**config.mk**
```make
export PLATFORM = sky130hd
export DESIGN_NAME = alu_arbiter
export DESIGN_NICKNAME = d
export VERILOG_FILES = /design/src/rtl/alu_arbiter.sv
export SDC_FILE = /design/constraint.sdc
export NUM_CORES = 1
export LEC_CHECK = 0
export CORE_UTILIZATION = 49
export DETAILED_ROUTE_END_ITERATION = 7
export PLACE_DENSITY = 0.9
export SLEW_MARGIN = 5
export SYNTH_ARGS = -nofsm -noshare
export SYNTH_HDL_FRONTEND = slang
export SYNTH_SLANG_ARGS = --single-unit
```
**constraint.sdc**
```tcl
create_clock -name clk -period 5.2 [get_ports clk]
set_clock_uncertainty 0.2 [all_clocks]
set_input_delay 1.04 -clock clk [delete_from_list [all_inputs] [get_ports clk]]
set_output_delay 1.04 -clock clk [all_outputs]
set_load 0.005 [all_outputs]
```
**src/rtl/alu_arbiter.sv**
```systemverilog
// Round-robin sharing of a single ALU among NUM_REQ requesters. Each granted
// operation is latched, executed, and returned with its owner id on a valid/ready response.
`ifndef DATA_WIDTH
`define DATA_WIDTH 8
`endif

module alu_arbiter #(
  parameter int NUM_REQ = 4,
  parameter int ID_W    = 2
) (
  input  logic                           clk,
  input  logic                           reset,
  input  logic [NUM_REQ-1:0]             req_valid,
  output logic [NUM_REQ-1:0]             req_ready,
  input  logic [4*NUM_REQ-1:0]           req_opcode,
  input  logic [`DATA_WIDTH*NUM_REQ-1:0] req_a,
  input  logic [`DATA_WIDTH*NUM_REQ-1:0] req_b,
  input  logic [8*NUM_REQ-1:0]           req_imm,
  output logic                           rsp_valid,
  input  logic                           rsp_ready,
  output logic [ID_W-1:0]                rsp_id,
  output logic [`DATA_WIDTH-1:0]         rsp_result,
  output logic                           rsp_cmp_flag,
  output logic                           busy
);

  localparam int DW = `DATA_WIDTH;

  localparam logic [3:0] OP_ADD = 4'h0;
  localparam logic [3:0] OP_SUB = 4'h1;
  localparam logic [3:0] OP_MUL = 4'h2;
  localparam logic [3:0] OP_CMP = 4'h3;

  typedef enum logic [1:0] {
    IDLE = 2'd0,
    EXEC = 2'd1,
    RESP = 2'd2
  } state_t;

  state_t state_q, state_d;

  logic [ID_W-1:0]    rr_ptr_q, rr_ptr_d;
  logic               take;

  logic [3:0]         op_q;
  logic [DW-1:0]      a_q;
  logic [DW-1:0]      b_q;
  logic [7:0]         imm_q;
  logic [ID_W-1:0]    id_q;

  logic [DW-1:0]      rsp_result_q;
  logic               rsp_flag_q;
  logic [ID_W-1:0]    rsp_id_q;

  logic [3:0]         op_arr  [NUM_REQ];
  logic [DW-1:0]      a_arr   [NUM_REQ];
  logic [DW-1:0]      b_arr   [NUM_REQ];
  logic [7:0]         imm_arr [NUM_REQ];

  genvar gi;
  generate
    for (gi = 0; gi < NUM_REQ; gi++) begin : g_unpack
      assign op_arr[gi]  = req_opcode[4*gi +: 4];
      assign a_arr[gi]   = req_a[DW*gi +: DW];
      assign b_arr[gi]   = req_b[DW*gi +: DW];
      assign imm_arr[gi] = req_imm[8*gi +: 8];
    end
  endgenerate

  // Scan upward from rr_ptr, wrapping, and take the first pending requester.
  logic               grant_found;
  logic [ID_W-1:0]    grant_idx;
  logic [NUM_REQ-1:0] grant_oh;

  always_comb begin
    int slot;
    slot        = 0;
    grant_found = 1'b0;
    grant_idx   = '0;
    for (int k = 0; k < NUM_REQ; k++) begin
      slot = int'(rr_ptr_q) + k;
      if (slot >= NUM_REQ) begin
        slot = slot - NUM_REQ;
      end
      if (!grant_found && req_valid[slot[ID_W-1:0]]) begin
        grant_found = 1'b1;
        grant_idx   = slot[ID_W-1:0];
      end
    end
  end

  always_comb begin
    grant_oh            = '0;
    grant_oh[grant_idx] = 1'b1;
  end

  // Gated by reset so the grant reads zero while reset is held.
  assign req_ready = (state_q == IDLE && grant_found && !reset) ? grant_oh : '0;

  always_comb begin
    state_d  = state_q;
    rr_ptr_d = rr_ptr_q;
    take     = 1'b0;
    case (state_q)
      IDLE: begin
        if (grant_found) begin
          take     = 1'b1;
          state_d  = EXEC;
          rr_ptr_d = (grant_idx == ID_W'(NUM_REQ - 1)) ? '0 : grant_idx + ID_W'(1);
        end
      end
      EXEC: state_d = RESP;
      RESP: begin
        if (rsp_ready) begin
          state_d = IDLE;
        end
      end
      default: state_d = IDLE;
    endcase
  end

  always_ff @(posedge clk or posedge reset) begin
    if (reset) begin
      state_q  <= IDLE;
      rr_ptr_q <= '0;
    end else begin
      state_q  <= state_d;
      rr_ptr_q <= rr_ptr_d;
    end
  end

  // Shared ALU, fed only by the latched operation.
  logic [DW-1:0] imm_ext;
  logic [DW-1:0] alu_result;
  logic          alu_flag;

  assign imm_ext = DW'(imm_q);

  always_comb begin
    alu_result = '0;
    alu_flag   = 1'b0;
    case (op_q)
      OP_ADD:  alu_result = a_q + b_q + imm_ext;
      OP_SUB:  alu_result = a_q - b_q - imm_ext;
      OP_MUL:  alu_result = a_q * b_q;
      OP_CMP:  alu_flag   = (a_q < b_q);
      default: alu_result = '0;
    endcase
  end

  always_ff @(posedge clk or posedge reset) begin
    if (reset) begin
      op_q         <= '0;
      a_q          <= '0;
      b_q          <= '0;
      imm_q        <= '0;
      id_q         <= '0;
      rsp_result_q <= '0;
      rsp_flag_q   <= 1'b0;
      rsp_id_q     <= '0;
    end else begin
      if (take) begin
        op_q  <= op_arr[grant_idx];
        a_q   <= a_arr[grant_idx];
        b_q   <= b_arr[grant_idx];
        imm_q <= imm_arr[grant_idx];
        id_q  <= grant_idx;
      end
      if (state_q == EXEC) begin
        rsp_result_q <= alu_result;
        rsp_flag_q   <= alu_flag;
        rsp_id_q     <= id_q;
      end
    end
  end

  assign rsp_valid    = (state_q == RESP);
  assign rsp_id       = rsp_id_q;
  assign rsp_result   = rsp_result_q;
  assign rsp_cmp_flag = rsp_flag_q;
  assign busy         = (state_q != IDLE);

endmodule

```
==> flow_metrics.py, run 1 <==
metrics = {
    "worst_hold_path": {
        "hold_path_class": "reg -> reg",
    },
    "placement": {
        "placed_cell_area_sq_um": 6160,
        "gp_congestion": 0.955,
        "place_inst": 851,
        "pre_cts_slack_ps": 651,
        "dp_hpwl_um": 10500,
        "io_buffers": 135,
    },
    "yosys": {
        "yosysTopAreaCell": "dfrtp_1",
        "syn_area_sq_um": 4710,
        "synth_seq_cells": 45,
        "ys_types": 44,
        "synth.avg_cell_area_sq_um": 7.77,
        "async_reset_ff_frac": 1.00,
        "yosysSeqAreaShare": 0.239,
        "synth_edf_count": 0,
        "netlist_top_cells_area": "dfrtp_1, nand2_1, ha_1, fa_1, o21ai_0",
        "yosys.area.top_type_share": 0.239,
        "netlist_instances": 606,
        "synthFlopType": "dfrtp_1",
        "yosys_warnings": 0,
        "syn_nets": 799,
    },
    "sta": {
        "slew_violations": 0,
        "whs_ps": 291,
        "timing.final.crit_share": 0.874,
        "rsz0062_at_grt": "false",
        "hold_violations": 0,
        "tns_ps": 0,
        "slew-limit-headroom": 0.477,
        "worst_slew_pin_slew_ps": 782,
        "min_period_ps": 4540,
        "timing.fmax_mhz": 220,
        "setup-violations-final": 0,
        "fin_ws_ps": 658,
    },
    "die": {
        "initial_core_util": 0.507,
        "rows": 35,
        "io_pins": 136,
        "die_y_um": 100,
        "dieArea_sq_um": 10000,
        "core_area_sq_um": 9280,
        "die_w_um": 100,
    },
    "run": {
        "drv_cap": 0,
    },
    "cts": {
        "path_clk_slew_ps": 90,
        "cts_setup_buffers": 0,
        "cts.sinks": 45,
        "htreeDepth": 2,
        "cts_tree": "yes",
        "cts_inserted_buffers": 5,
        "root_buffer": "clkbuf_8",
        "holdBufCountCts": 0,
        "clock_path_buffers": 2,
        "insertion_delay_ps": 300,
        "cts_resized": 0,
    },
    "global_routing": {
        "top_usage_layer": "met2",
        "grt-ovfl-total": 0,
        "grt_pass1_vias": 4543,
        "grt_max_degree": 57,
        "use_met1": 0.354,
        "use_met2": 0.456,
        "globalRouteTotalUtil": 0.272,
        "grt_pass1_wl_um": 21400,
        "gr-usage-met3": 0.0515,
        "grt_antenna_before_repair": 0,
    },
    "pwr": {
        "max-vdd-ir-drop_mv": 0.361,
        "finalPower_mw": 4.78,
        "leakage_nw": 2.92,
        "p_per_area_nw_per_um2": 760,
    },
    "cells_and_area": {
        "final_cells": 859,
        "mostFrequentLayoutCell": "nand2_1",
        "fin_nets": 922,
        "drive_gt1_frac": 0.0370,
        "layout-area-overhead-vs-synth_pct": 33.7,
        "mostFrequentLayoutCells": "nand2_1, clkdlybuf4s50_1, inv_1, ha_1, dfrtp_1",
        "fin_util": 0.678,
        "finalInstanceArea_sq_um": 6290,
        "antenna_cells_inserted": 0,
    },
    "routing": {
        "drc": 0,
        "ant_nets": 0,
        "dr.pass1.iters": 4,
        "num_vias": 4558,
        "vias_per_cell": 5.31,
        "drt_iter0_drc": 257,
        "wl_per_cell_um": 15.0,
        "finalWirelength_um": 12900,
    },
    "worst_setup_path": {
        "worstPathArrival_ps": 4520,
        "crit_required_ps": 5180,
        "cp_max_fo": 14,
        "startpoint_type": "flip-flop",
        "crit_type": "reg -> reg",
        "cp-end-kind": "flip-flop",
    },
    "outcome": {
        "status": "finished, final reports clean",
    },
}
[cell usage after synthesis (all sizes together), types with 2 or more instances]
cell type and number:
nand2 190, o21ai 58, inv 49, ha 47, dfrtp 45, nand3 28
fa 27, xnor2 21, buf 19, a21oi 16, o211ai 16, nor2 12
and2 10, xor2 9, a21o 7, clkbuf 7, a211oi 5, and3 5
a222oi 3, nand2b 3, nor3 3, o21bai 3, a211o 2, a22o 2
mux2 2, nor2b 2, nor4 2, o21a 2, o22ai 2, o31ai 2
[layer usage]
metal	part of all wire	wire [um]
met1	0.43	5560
met4	0.027	344
met5	0	0
met2	0.48	6160
met3	0.064	831
[final timing paths]
kind	cells after the start	startpoint	slack, ps	end
max	14	a_q[1]	660	rsp_result[7]
min	2	rsp_result[4]	290	rsp_result[4]
max reg2reg	14	a_q[1]	660	rsp_result[7]
min reg2reg	2	rsp_result[4]	290	rsp_result[4]
max in group asynchronous	3	reset	3330	imm_ext[4]
min in group asynchronous	3	reset	1060	state_q[1]
[final cells by class]
type | count | area [sq um]
inverters | 50 | 188
fillers | 760 | 2990
clock inverters | 3 | 65.1
well taps | 129 | 161
repair buffers | 142 | 1400
clock buffers | 5 | 68.8
multi-input cells | 485 | 3280
flip-flops and latches | 45 | 1130
[cells by family after synthesis]
logic type      after synthesis  share of synthesized area
compound gates              122                      0.160
xor+xnor                     30                     0.0574
fa+ha+maj                    74                      0.240
buf+inv                      76                     0.0678
flops                        45                      0.239
mux                           2                    0.00478
simple gates                257                      0.231
[worst max-delay path: stages (launching register included)]
cell and delay, ps:
dfrtp_1 670, nand2_1 160, fa_1 470, fa_1 550, inv_1 50, fa_1 490
inv_1 60, fa_1 540, inv_1 40, ha_1 320, a21oi_1 220, xnor2_2 140
xnor2_1 120, a222oi_1 250, a32oi_1 150
[state kept, by name (all words and copies together) (netlist names)]
| name | flops |
|---|---|
| a_q | 8 |
| b_q | 8 |
| imm_ext | 8 |
| rsp_result | 8 |
| op_q | 4 |
| id_q | 2 |
| rr_ptr_q | 2 |
| rsp_id | 2 |
| state_q | 2 |
| rsp_cmp_flag | 1 |
[report_power, final]
group          total (mW)  switching, mW  leakage [nW]  internal (mW)
sequential          0.778          0.256         0.566          0.521
combinational        3.69           2.06          2.29           1.63
clock               0.315          0.124        0.0681          0.191
Power figures use the tool's default switching activity.
==> inputs of run 2 (changes only) <==
--- a/config.mk
+++ b/config.mk
@@ -6,6 +6,7 @@
 export NUM_CORES = 1
 export LEC_CHECK = 0
 export CORE_UTILIZATION = 49
+export CTS_BUF_LIST = sky130_fd_sc_hd__clkbuf_4 sky130_fd_sc_hd__clkbuf_8 sky130_fd_sc_hd__clkbuf_16
 export DETAILED_ROUTE_END_ITERATION = 7
 export PLACE_DENSITY = 0.9
 export SLEW_MARGIN = 5
==> results of run 2 <==
The final DEF is identical to that of run 1; final timing and power are the same.
==> inputs of run 3 (changes only) <==
--- a/config.mk
+++ b/config.mk
@@ -9,7 +9,6 @@
 export CTS_BUF_LIST = sky130_fd_sc_hd__clkbuf_4 sky130_fd_sc_hd__clkbuf_8 sky130_fd_sc_hd__clkbuf_16
 export DETAILED_ROUTE_END_ITERATION = 7
 export PLACE_DENSITY = 0.9
-export SLEW_MARGIN = 5
 export SYNTH_ARGS = -nofsm -noshare
 export SYNTH_HDL_FRONTEND = slang
 export SYNTH_SLANG_ARGS = --single-unit
==> results of run 3 <==
The final DEF is identical to that of run 1; final timing and power are the same.
